File: src/rtl/interrupt_scheduler.sv
// Round-robin interrupt scheduler: latches one-cycle source requests as pending bits,
// issues one instruction word at a time to the CPU, and enforces an idle gap between issues.
module interrupt_scheduler #(
  parameter int NUM_SRC     = 4,
  parameter int GAP_CYCLES  = 8,
  parameter int ACK_TIMEOUT = 1024
) (
  input  logic                   proc_clk,
  input  logic                   reset,
  input  logic [NUM_SRC-1:0]     src_req,
  input  logic [32*NUM_SRC-1:0]  src_instr,
  input  logic [NUM_SRC-1:0]     irq_mask,
  input  logic                   cpu_ack,
  input  logic                   overrun_clr,
  output logic [31:0]            interrupt_instruction,
  output logic                   irq_valid,
  output logic [2:0]             grant_id,
  output logic [NUM_SRC-1:0]     pending,
  output logic [NUM_SRC-1:0]     overrun,
  output logic                   timeout
);

  localparam int PTR_W   = $clog2(NUM_SRC);
  localparam int CNT_MAX = (ACK_TIMEOUT > GAP_CYCLES) ? ACK_TIMEOUT : GAP_CYCLES;
  localparam int CNT_W   = $clog2(CNT_MAX + 1);
  localparam logic [CNT_W-1:0] ACK_LAST = CNT_W'(ACK_TIMEOUT - 1);
  localparam logic [CNT_W-1:0] GAP_LAST = CNT_W'((GAP_CYCLES > 0) ? GAP_CYCLES - 1 : 0);
  localparam logic [PTR_W-1:0] LAST_IDX = PTR_W'(NUM_SRC - 1);

  typedef enum logic [1:0] {IDLE, WAIT_ACK, GAP} state_t;

  state_t             r_state;
  logic [PTR_W-1:0]   r_rr_ptr;
  logic [PTR_W-1:0]   r_grant;
  logic [CNT_W-1:0]   r_cnt;
  logic [31:0]        r_instr;
  logic               r_valid;
  logic               r_timeout;
  logic [NUM_SRC-1:0] r_pending;
  logic [NUM_SRC-1:0] r_overrun;

  logic               w_ack;
  logic [NUM_SRC-1:0] w_clr;
  logic [NUM_SRC-1:0] w_elig;
  logic [NUM_SRC-1:0] w_ovr_set;
  logic               w_found;
  logic [PTR_W-1:0]   w_sel;
  logic [PTR_W-1:0]   w_idx;
  logic [PTR_W-1:0]   w_next_ptr;

  assign w_ack      = (r_state == WAIT_ACK) && cpu_ack;
  assign w_ovr_set  = src_req & r_pending & ~w_clr;
  assign w_elig     = r_pending & ~irq_mask;
  assign w_next_ptr = (r_grant == LAST_IDX) ? '0 : r_grant + 1'b1;

  // NOTE: every always_comb output gets a default first, so no path can infer a latch.
  always_comb begin
    w_clr = '0;
    if (w_ack) w_clr[r_grant] = 1'b1;
  end

  // First eligible source at or after the round-robin pointer, wrapping.
  always_comb begin
    w_found = 1'b0;
    w_sel   = '0;
    w_idx   = '0;
    for (int k = 0; k < NUM_SRC; k++) begin
      w_idx = PTR_W'((int'(r_rr_ptr) + k) % NUM_SRC);
      if (!w_found && w_elig[w_idx]) begin
        w_found = 1'b1;
        w_sel   = w_idx;
      end
    end
  end

  // NOTE: sequential state uses non-blocking assignments so all registers update together.
  always_ff @(posedge proc_clk) begin
    if (!reset) begin
      r_pending <= '0;
      r_overrun <= '0;
    end else begin
      // A new request in the same cycle as the ack-clear re-arms the bit.
      r_pending <= (r_pending & ~w_clr) | src_req;
      r_overrun <= (overrun_clr ? '0 : r_overrun) | w_ovr_set;
    end
  end

  always_ff @(posedge proc_clk) begin
    if (!reset) begin
      r_state   <= IDLE;
      r_rr_ptr  <= '0;
      r_grant   <= '0;
      r_cnt     <= '0;
      r_instr   <= '0;
      r_valid   <= 1'b0;
      r_timeout <= 1'b0;
    end else begin
      r_timeout <= 1'b0;
      case (r_state)
        IDLE: begin
          if (w_found) begin
            r_instr <= src_instr[32*w_sel +: 32];
            r_grant <= w_sel;
            r_valid <= 1'b1;
            r_cnt   <= '0;
            r_state <= WAIT_ACK;
          end
        end
        WAIT_ACK: begin
          // An ack landing on the timeout cycle is honoured as a normal ack.
          if (cpu_ack || (r_cnt == ACK_LAST)) begin
            r_timeout <= !cpu_ack;
            r_valid   <= 1'b0;
            r_instr   <= '0;
            r_rr_ptr  <= w_next_ptr;
            r_cnt     <= '0;
            r_state   <= (GAP_CYCLES == 0) ? IDLE : GAP;
          end else begin
            r_cnt <= r_cnt + 1'b1;
          end
        end
        GAP: begin
          if (r_cnt == GAP_LAST) r_state <= IDLE;
          else                   r_cnt   <= r_cnt + 1'b1;
        end
        default: r_state <= IDLE;
      endcase
    end
  end

  assign interrupt_instruction = r_instr;
  assign irq_valid             = r_valid;
  assign grant_id              = 3'(r_grant);
  assign pending               = r_pending;
  assign overrun               = r_overrun;
  assign timeout               = r_timeout;

endmodule
File: config.mk
export PLATFORM = sky130hd
export DESIGN_NAME = interrupt_scheduler
export DESIGN_NICKNAME = d
export VERILOG_FILES = /design/src/rtl/interrupt_scheduler.sv
export SDC_FILE = /design/constraint.sdc
export NUM_CORES = 1
export LEC_CHECK = 0
export BUFFER_PORTS_ARGS = -buffer_cell sky130_fd_sc_hd__buf_2
export CAP_MARGIN = 20
export CORE_MARGIN = 2
export CORE_UTILIZATION = 43
export CTS_CLUSTER_DIAMETER = 150
export DETAILED_ROUTE_END_ITERATION = 8
export PLACE_DENSITY = 0.9
export SETUP_SLACK_MARGIN = 0.2
export SLEW_MARGIN = 5
export SYNTH_ARGS = -nofsm -noshare
export SYNTH_HDL_FRONTEND = slang
export SYNTH_SLANG_ARGS = --single-unit
File: constraint.sdc
create_clock -name proc_clk -period 2.7 [get_ports proc_clk]
set_input_delay 0.81 -clock proc_clk [delete_from_list [all_inputs] [get_ports proc_clk]]
set_output_delay 0.81 -clock proc_clk [all_outputs]
set_load 0.05 [all_outputs]
==> results.toml <==
[routing]
vias_per_cell = 5.60
wl_met3_um = 762
wl_met2_mm = 5.25
drt_iter0_drc = 350
wire_per_inst_um = 16.0
m1WireLength_mm = 4.17
highest_layer = "met4"
vias = 3667
first_pass_iters = 9
drcViolationCount = 5
wl_mm = 10.5
ant_nets = 0

[placement]
hpwl_mm = 7.80
place_congestion = 0.876
numPortBuffers = 183

[synthesis]
yosysTopAreaCell = "dfxtp_1"
synth_area_um2 = 3190
yosys_warnings = 0
synth_edf_count = 0
synth_cell_types = 52
syn_nets = 514
ys_ff_latch = 59
synth_cells = 366
yosysTopAreaCellShare = 0.371
yosysMostFrequentCell = "dfxtp_1"
synth-async-reset-ratio = 0
ys_seq_area_frac = 0.371
syn_area_per_cell_um2 = 8.71
yosys-top-cells-count = "59 x dfxtp_1, 43 x nand2_1, 39 x inv_1, 34 x o211ai_1, 32 x a222oi_1"
synthTopCellsByArea = "dfxtp_1 37%, a222oi_1 10%, o211ai_1 8.0%"
yosys_most_used_dff = "dfxtp_1"

[power_and_ir_drop]
ir_worst_vdd_uv = 445
powerDensity_nw_per_um2 = 780
power_leakage_nw = 1.94

[critical_path]
endpoint_kind = "register"
crit_path_max_fanout = 17
r2r_start = "r_rr_ptr[0]$_SDFFE_PN0P_"
crit_type = "in -> reg"
crit_required_ns = 2.89
critPathArrivalTime_ns = 2.55
worstSetupStartpointType = "input port"
crit_start = "irq_mask[2]"

[global_route]
grt_pass1_vias = 3503
grt_antenna_before_repair = 1
grt-ovfl-total = 0
grt_max_degree = 33
grt_pass1_wl_mm = 16.5
grt_usage = 0.249

[cells_and_area]
area_growth_pct = 40.8
final_util = 0.622
fill_cells = 614
regArea_um2 = 1180
multi_input_area_um2 = 1770
fin_nets = 700
drive_gt1_frac = 0.409

[cts]
clk_pin_slew_worst_paths_ns = 0.07
cts_made_buffers = 9
insertion_delay_ns = 0.33
ctsResizeCount = 0
cts_max_level = 3
clockBufferDepth = 2
cts-root-buf = "clkbuf_8"
clock-sinks = 59
tritoncts = "done"

[floorplan]
ios = 185
die_h_um = 90.1
placementRows = 31
dieArea_um2 = 8120
initial_core_util = 0.442
fp.dieW_um = 90.1
core-area_um2 = 7210

[outcome]
violations = "design-rule violations"
status = "finished, violations left"

[flow_run]
maxCapViolCount = 0

[sta]
whs_ns = 0.486
max-slew-margin-rel = 0.489
rsz0062_at_grt = "false"
finalHoldViolations = 0
fin_crit_sh = 0.874
finalClockSkew_ns = 0.00909
post-route-min-period_ns = 2.36
worst_pin_slew_ns = 0.766
final_max_slew_viol_count = 0
max_freq_mhz = 424
setup_viol = 0

[hold_path]
worstHoldPathType = "reg -> reg"
hp-start = "interrupt_instruction[31]$_SDFFE_PN0P_"
==> flip-flops by register name, indices dropped and copies added, names as in the netlist <==
name and cells:
pending 4, r_grant 2, timeout 1, r_cnt 11, r_state 2, r_rr_ptr 2, overrun 4, irq_valid 1
interrupt_instruction 32
==> cell usage in the layout (no fill, tap or decap), drive strengths merged, types with 7 or more instances in the layout <==
cell type	instances
dfxtp	59
clkbuf	12
o211ai	34
buf	199
nor2b	12
a222oi	32
ha	8
nand2	43
a21oi	15
o31ai	7
inv	39
a21boi	10
nor2	12
o21ai	8
==> per-layer routing <==
| layer | GRT usage | up-vias |
|---|---|---|
| met2 | 0.419 | 190 |
| met1 | 0.308 | 1699 |
| met4 | 0.110 | 0 |
| met3 | 0.0503 | 30 |
| li1 | - | 1748 |
| met5 | 0 | - |
==> final timing paths <==
kind	to	slack, ns	depth (start not counted)
max	interrupt_instruction[29]$_SDFFE_PN0P_	0.34	7
min	interrupt_instruction[31]$_SDFFE_PN0P_	0.49	2
max reg2reg	interrupt_instruction[29]$_SDFFE_PN0P_	0.49	6
min reg2reg	interrupt_instruction[31]$_SDFFE_PN0P_	0.49	2
==> report_power, final <==
| part | switching, mW | total [mW] | internal [mW] |
|---|---|---|---|
| Clock | 0.336 | 0.827 | 0.490 |
| Combinational | 1.05 | 1.53 | 0.486 |
| Sequential | 0.107 | 1.14 | 1.04 |
| Total | 1.49 | 3.50 | 2.01 |
==> critical path: stages <==
cell and delay (ns):
buf_2 0.11, nor3b_1 0.62, nor4_4 0.12, buf_12 0.19, buf_4 0.16, a222oi_1 0.39, o211ai_1 0.15
==> area by class of cell <==
class	count	share of cell area
Clock buffer	12	0.0368
Sequential cell	59	0.263
Inverter	39	0.0326
Antenna cell	1	0.000558
Tap cell	99	0.0276
Multi-Input combinational cell	244	0.395
Timing Repair Buffer	199	0.236
Clock inverter	2	0.00781
==> through the flow <==
step	std cells	total power, mW	TNS, ns	setup WS, ns	instance area (um^2)
floorplan	366	2.21	0	0.523	3190
global placement	638	2.64	0	0.0664	4260
detailed placement	638	2.68	-0.0496	-0.0295	4260
CTS	652	3.52	0	0.253	4460
global route	655	3.69	0	0.313	4490
finish	655	3.50	0	0.341	4490
==> kinds of logic (layout without fill, tap and decap cells) <==
family	after synthesis	count (layout)	synth area share
buffers and inverters	63	252	0.0879
flip-flops	59	59	0.371
AND/OR/NAND/NOR	104	104	0.175
multiplexers	2	2	0.00628
XOR/XNOR	4	4	0.0110
AO/OA/AOI/OAI	125	125	0.316
adder cells (fa/ha/maj)	8	8	0.0314
other	1	2	0.00118
==> repair_timing <==
| item | CTS | global route |
|---|---|---|
| endpoints found under the setup margin | 0 | 16 |
| buffers inserted | 0 | 2 |
| hold buffers | 0 | 0 |
Note: power is estimated with default switching activity, not from simulation.
